### src/rtl/gx400_video_source.sv
// gx400_video_source: free-running raster timing generator with built-in test
// patterns. Counters, active flag and pixel are all registered together so the
// pixel and the counters presented on a cycle always describe the same position.
module gx400_video_source #(
    parameter logic [8:0] H_FIRST = 9'd128,
    parameter logic [8:0] V_FIRST = 9'd248
) (
    input  logic        i_EMU_MCLK,
    input  logic        i_EMU_RST,
    input  logic        i_EMU_CLK6MPCEN_n,
    input  logic [1:0]  i_PATTERN_SEL,
    input  logic [14:0] i_SOLID_BGR,
    output logic [8:0]  o_HCOUNTER,
    output logic [8:0]  o_VCOUNTER,
    output logic [15:0] o_VIDEODATA,
    output logic        o_ACTIVE,
    output logic        o_FRAME_START,
    output logic [15:0] o_FRAMECNT
);

    logic [8:0]  r_hcnt;
    logic [8:0]  r_vcnt;
    logic [15:0] r_framecnt;
    logic [1:0]  r_pat;
    logic        r_frame_start;
    logic        r_active_p1;
    logic [15:0] r_video_p1;

    logic        w_wrap_h;
    logic        w_wrap_f;
    logic [8:0]  w_h_nxt;
    logic [8:0]  w_v_nxt;
    logic [1:0]  w_pat_nxt;
    logic [15:0] w_fc_nxt;
    logic        w_vis;
    logic [8:0]  w_x9;
    logic [8:0]  w_y9;

    // Pattern generator for one visible pixel at (x, y).
    function automatic logic [15:0] pixel(
        input logic [1:0]  pat,
        input logic [7:0]  x,
        input logic [7:0]  y,
        input logic        fc0,
        input logic [14:0] solid
    );
        logic [15:0] p;
        case (pat)
            2'd0:    p = {1'b0, solid};
            2'd1:    p = {1'b0, {5{x[7]}}, {5{x[6]}}, {5{x[5]}}};
            2'd2:    p = {1'b0, x[7:3], y[4:0], x[4:0]};
            default: p = (x[3] ^ y[3] ^ fc0) ? 16'h7FFF : 16'h0000;
        endcase
        return p;
    endfunction

    // Next raster position, and the frame-scoped state that applies to it.
    always_comb begin
        w_wrap_h  = (r_hcnt == 9'd511);
        w_wrap_f  = w_wrap_h && (r_vcnt == 9'd511);
        w_h_nxt   = w_wrap_h ? H_FIRST : r_hcnt + 9'd1;
        w_v_nxt   = r_vcnt;
        if (w_wrap_h) begin
            w_v_nxt = (r_vcnt == 9'd511) ? V_FIRST : r_vcnt + 9'd1;
        end
        w_pat_nxt = w_wrap_f ? i_PATTERN_SEL : r_pat;
        w_fc_nxt  = w_wrap_f ? r_framecnt + 16'd1 : r_framecnt;
        w_vis     = (w_v_nxt >= 9'd272) && (w_v_nxt <= 9'd495) &&
                    ((w_h_nxt >= 9'd278) || (w_h_nxt < 9'd150));
        // The visible span crosses the H wrap, so the left part of a line
        // (H 278..511) comes first in x and the H 128..149 tail follows it.
        w_x9      = (w_h_nxt >= 9'd278) ? w_h_nxt - 9'd278 : w_h_nxt + 9'd106;
        w_y9      = w_v_nxt - 9'd272;
    end

    // Stage p1: counters, frame state and the pixel for the new position.
    always_ff @(posedge i_EMU_MCLK) begin
        if (i_EMU_RST) begin
            r_hcnt        <= H_FIRST;
            r_vcnt        <= V_FIRST;
            r_framecnt    <= 16'd0;
            r_pat         <= 2'd0;
            r_frame_start <= 1'b0;
            r_active_p1   <= 1'b0;
            r_video_p1    <= 16'h0000;
        end else if (!i_EMU_CLK6MPCEN_n) begin
            r_hcnt        <= w_h_nxt;
            r_vcnt        <= w_v_nxt;
            r_framecnt    <= w_fc_nxt;
            r_pat         <= w_pat_nxt;
            r_frame_start <= w_wrap_f;
            r_active_p1   <= w_vis;
            r_video_p1    <= w_vis ? pixel(w_pat_nxt, w_x9[7:0], w_y9[7:0],
                                           w_fc_nxt[0], i_SOLID_BGR)
                                   : 16'h0000;
        end else begin
            r_frame_start <= 1'b0;
        end
    end

    assign o_HCOUNTER    = r_hcnt;
    assign o_VCOUNTER    = r_vcnt;
    assign o_VIDEODATA   = r_video_p1;
    assign o_ACTIVE      = r_active_p1;
    assign o_FRAME_START = r_frame_start;
    assign o_FRAMECNT    = r_framecnt;

endmodule
### config.mk
export PLATFORM = sky130hd
export DESIGN_NAME = gx400_video_source
export DESIGN_NICKNAME = d
export VERILOG_FILES = /design/src/rtl/gx400_video_source.sv
export SDC_FILE = /design/constraint.sdc
export NUM_CORES = 1
export LEC_CHECK = 0
export ABC_AREA = 0
export BUFFER_PORTS_ARGS = -buffer_cell sky130_fd_sc_hd__buf_2
export CAP_MARGIN = 10
export CORE_ASPECT_RATIO = 0.8
export CORE_UTILIZATION = 54
export CTS_CLUSTER_DIAMETER = 200
export DETAILED_ROUTE_END_ITERATION = 8
export PLACE_DENSITY = 0.92
export SKIP_CTS_REPAIR_TIMING = 1
export SLEW_MARGIN = 20
export SYNTH_ARGS = -nofsm -noshare
export SYNTH_HDL_FRONTEND = slang
export SYNTH_SLANG_ARGS = --single-unit
### constraint.sdc
create_clock -name i_EMU_MCLK -period 4.1 [get_ports i_EMU_MCLK]
set_input_delay 0.615 -clock i_EMU_MCLK [delete_from_list [all_inputs] [get_ports i_EMU_MCLK]]
set_output_delay 0.615 -clock i_EMU_MCLK [all_outputs]
set_load 0.05 [all_outputs]
==> results by group <==
Status
  – Outcome: finished clean

Power and ir drop
  – Peak supply drop: 165.2 uV
  – Pwr dens: 282.6 mW/mm^2
  – Final Power: 0.0009757 W
  – Leakage Power: 1.492 nW

Route
  – WL final: 7151 microns
  – Vias after detailed routing: 2902
  – Via density: 5.971
  – Residual DRC: 0
  – Wire per inst: 14.71 microns
  – Post-DRT Antenna Nets: 0
  – Initial DRC count: 213
  – TritonRoute pass-1 iters: 4

Global routing
  – Initial antenna violation count: 0
  – First-pass GRT wire length: 11110 microns
  – GRT Total Usage: 24.28%
  – Largest net degree at the start of global routing: 41
  – Vias in the first global route: 2455
  – GRT overflow: 0

Critical path
  – Crit path launch: o_HCOUNTER[3]
  – Endpoint class of the critical path: register
  – Setup CP Type: reg -> reg
  – R2R depth: 12
  – Required time of the critical path: 4360 ps
  – Worst flop-to-flop path startpoint: o_HCOUNTER[3]
  – CP Launch Type: register
  – CP max FO: 30
  – Critical Path AT: 3880 ps
  – R2r endpoint: o_VIDEODATA[13]
  – Flop2flop setup slack: 480 ps

Floorplan
  – Die height: 68.56 microns
  – Ports: 72
  – Rows: 23
  – Die area: 0.005841 sq mm
  – Initial core utilization: 57.73%
  – Core Footprint: 0.005180 sq mm
  – Die X-Extent: 85.20 microns

Yosys
  – Synth Register Bits: 53
  – Top-area cell type share of the netlist area: 35.48%
  – Cell area after synthesis: 0.002990 sq mm
  – Avg Cell Area, Syn: 8.193 sq um
  – Post-synth EDFFs: 0
  – Synth Net Count: 391
  – Top_reg_cell synth: dfxtp_1
  – Post-synth top area cell: dfxtp_1
  – Sequential-to-total area share from yosys stat: 35.48%
  – Synth warnings: 0
  – Cell variety after synth: 57
  – Syn Inst Count: 365
  – Top cells by area, synth: dfxtp_1 35%, nor2_1 5.9%, nand2_1 5.5%
  – Async set or reset register ratio after synthesis: 0%

Layout
  – Share of layout cells above drive strength 1: 22.88%
  – Combined area of the multi-input logic cells: 0.001788 sq mm
  – Number of nets in the layout: 449
  – Seq. cell area: 0.001061 sq mm
  – Filler Cell Count: 428
  – Antenna diode count: 0
  – Area delta synth->final: 15.48%

Clock network
  – Worst-Skew Late Latency: 310 ps
  – CTS Buf Count: 5
  – Root buffer cell: clkbuf_8
  – Num Clock Sinks: 53
  – CTS tree: done
  – Clk pin slew, worst setup/hold paths: 90 ps
  – Clock Tree Buf Depth: 2
  – H-Tree Depth: 2

STA
  – Slew margin rel.: 50.12%
  – Slew @ Worst Pin: 748.1 ps
  – Final setup viols: 0
  – Setup WS post-layout: 481.8 ps
  – RSZ-0062 raised after global routing: false
  – Final Hold Fails: 0
  – Skew final: 2.828 ps
  – Setup TNS: 0 ps
  – Fin Hold WS: 466.5 ps
  – Crit path time final: 3618 ps
  – Max Freq: 0.2764 GHz
  – Crit share post-route: 88.25%
  – Final slew viol count: 0

Flow run
  – Max_cap viols: 0

Placed design
  – Dpl ws: 595.7 ps
  – Hpwl dp: 5177 microns
  – # port buffers: 70
  – RePlAce Congestion: 0.9125

Hold path
  – Hold Crit Depth: 1
  – Hold crit path type: reg -> reg
  – Worst-case hold path end point: o_VIDEODATA[4]
  – HP Start: o_VIDEODATA[4]
[worst max-delay path by stage]
stage                      end  slack [ps]
4_1_cts         o_VIDEODATA[7]         560
5_1_grt        o_VIDEODATA[13]         120
2_1_floorplan  o_VIDEODATA[11]          70
6_report       o_VIDEODATA[13]         480
3_5_place_dp    o_VIDEODATA[7]         600
3_3_place_gp   o_VIDEODATA[13]         750
[cell families after synthesis]
| family | share of synthesized area [%] |
|---|---|
| other cells | 0.1254 |
| flops | 35.48 |
| xor+xnor | 5.565 |
| buf+inv | 4.728 |
| compound gates | 19.96 |
| fa+ha+maj | 2.510 |
| simple gates | 25.86 |
| mux | 5.774 |
[cell type report]
cell class / instances / area share, %
clock buffer: 7 / 2.500
clock inverter: 1 / 0.8696
inverter: 6 / 0.6522
timing repair buffer: 75 / 11.23
tap: 62 / 2.246
multi-input combinational: 282 / 51.78
sequential: 53 / 30.72
[layer usage]
| metal | vias up | part of all wire [%] | GRT usage [%] |
|---|---|---|---|
| met3 | 13 | 6.4 | 3.929 |
| met2 | 110 | 47 | 41.03 |
| li1 | 1426 | - | - |
| met4 | 0 | 1.9 | 8.898 |
| met1 | 1353 | 45 | 32.02 |
| met5 | - | 0 | 0 |
[stage by stage]
| stage | util [%] | cell area [sq um] | instances |
|---|---|---|---|
| 3_5_place_dp | 64.42 | 3337 | 478 |
| 2_1_floorplan | - | 2990 | 365 |
| 6_report | 66.67 | 3453 | 486 |
| 5_1_grt | 66.67 | 3453 | 486 |
| 3_3_place_gp | 64.42 | 3337 | 478 |
| 4_1_cts | 66.67 | 3453 | 486 |
[Yosys cell counts (all sizes together), types with 2 or more instances]
master   n
o311ai   2
nand2b   3
clkbuf  13
nor2b    7
ha       6
o211ai   6
mux2     4
a21oi   19
a32oi    2
and3     6
xor2     9
a21o     2
buf     11
a32o    14
nand3   15
nand4   11
inv      6
nor3     6
xnor2   10
o21ai   22
and4     3
or3      8
dfxtp   53
nor2    47
and2     3
a211o    5
nand2   44
mux2i   12
[state kept, by name, summed over array words and instances, names as in the netlist]
register       flops
o_VIDEODATA       15
o_ACTIVE           1
o_FRAMECNT        16
r_pat              2
o_VCOUNTER         9
o_FRAME_START      1
o_HCOUNTER         9
[critical path: stages, from the launching register on]
cell	delay (ps)
dfxtp_1	500
and3_1	320
nand3_1	150
nor2_1	150
ha_1	260
buf_4	340
nor2b_1	370
nand3_1	140
o21ai_0	340
o41ai_2	200
nor4_4	380
buf_4	250
a32o_1	170
[where the power goes]
group,switching (W),internal [W],total (W)
clock network,0.000166,0.000199,0.000365
logic,0.0000555,0.0000276,0.0000831
registers,0.00000827,0.000519,0.000527
total,0.000230,0.000746,0.000976
[placed cells by master (no fill, tap or decap), types with 2 or more instances in the layout]
master    netlist  routed
a32oi_1         2       2
xnor2_1        10      10
a32o_2          2       2
or3_1           8       8
nand2_1        44      44
dfxtp_1        53      53
a21o_1          2       2
nor2_1         47      47
and3_1          5       5
a211o_1         5       5
nand2b_1        3       3
inv_1           6       6
mux2_2          3       3
buf_4           2       5
a21oi_1        19      19
o211ai_1        6       6
and2_1          3       3
mux2i_1        11      11
nor3_1          5       5
o21ai_1         4       4
o21ai_0        17      17
and4_1          2       2
xor2_1          9       9
buf_2           5      70
a32o_1         12      12
nand4_1        10      10
clkbuf_8        0       6
nor2b_1         7       7
nand3_1        15      15
ha_1            6       6
No activity file was read; power rests on OpenSTA's default activity.
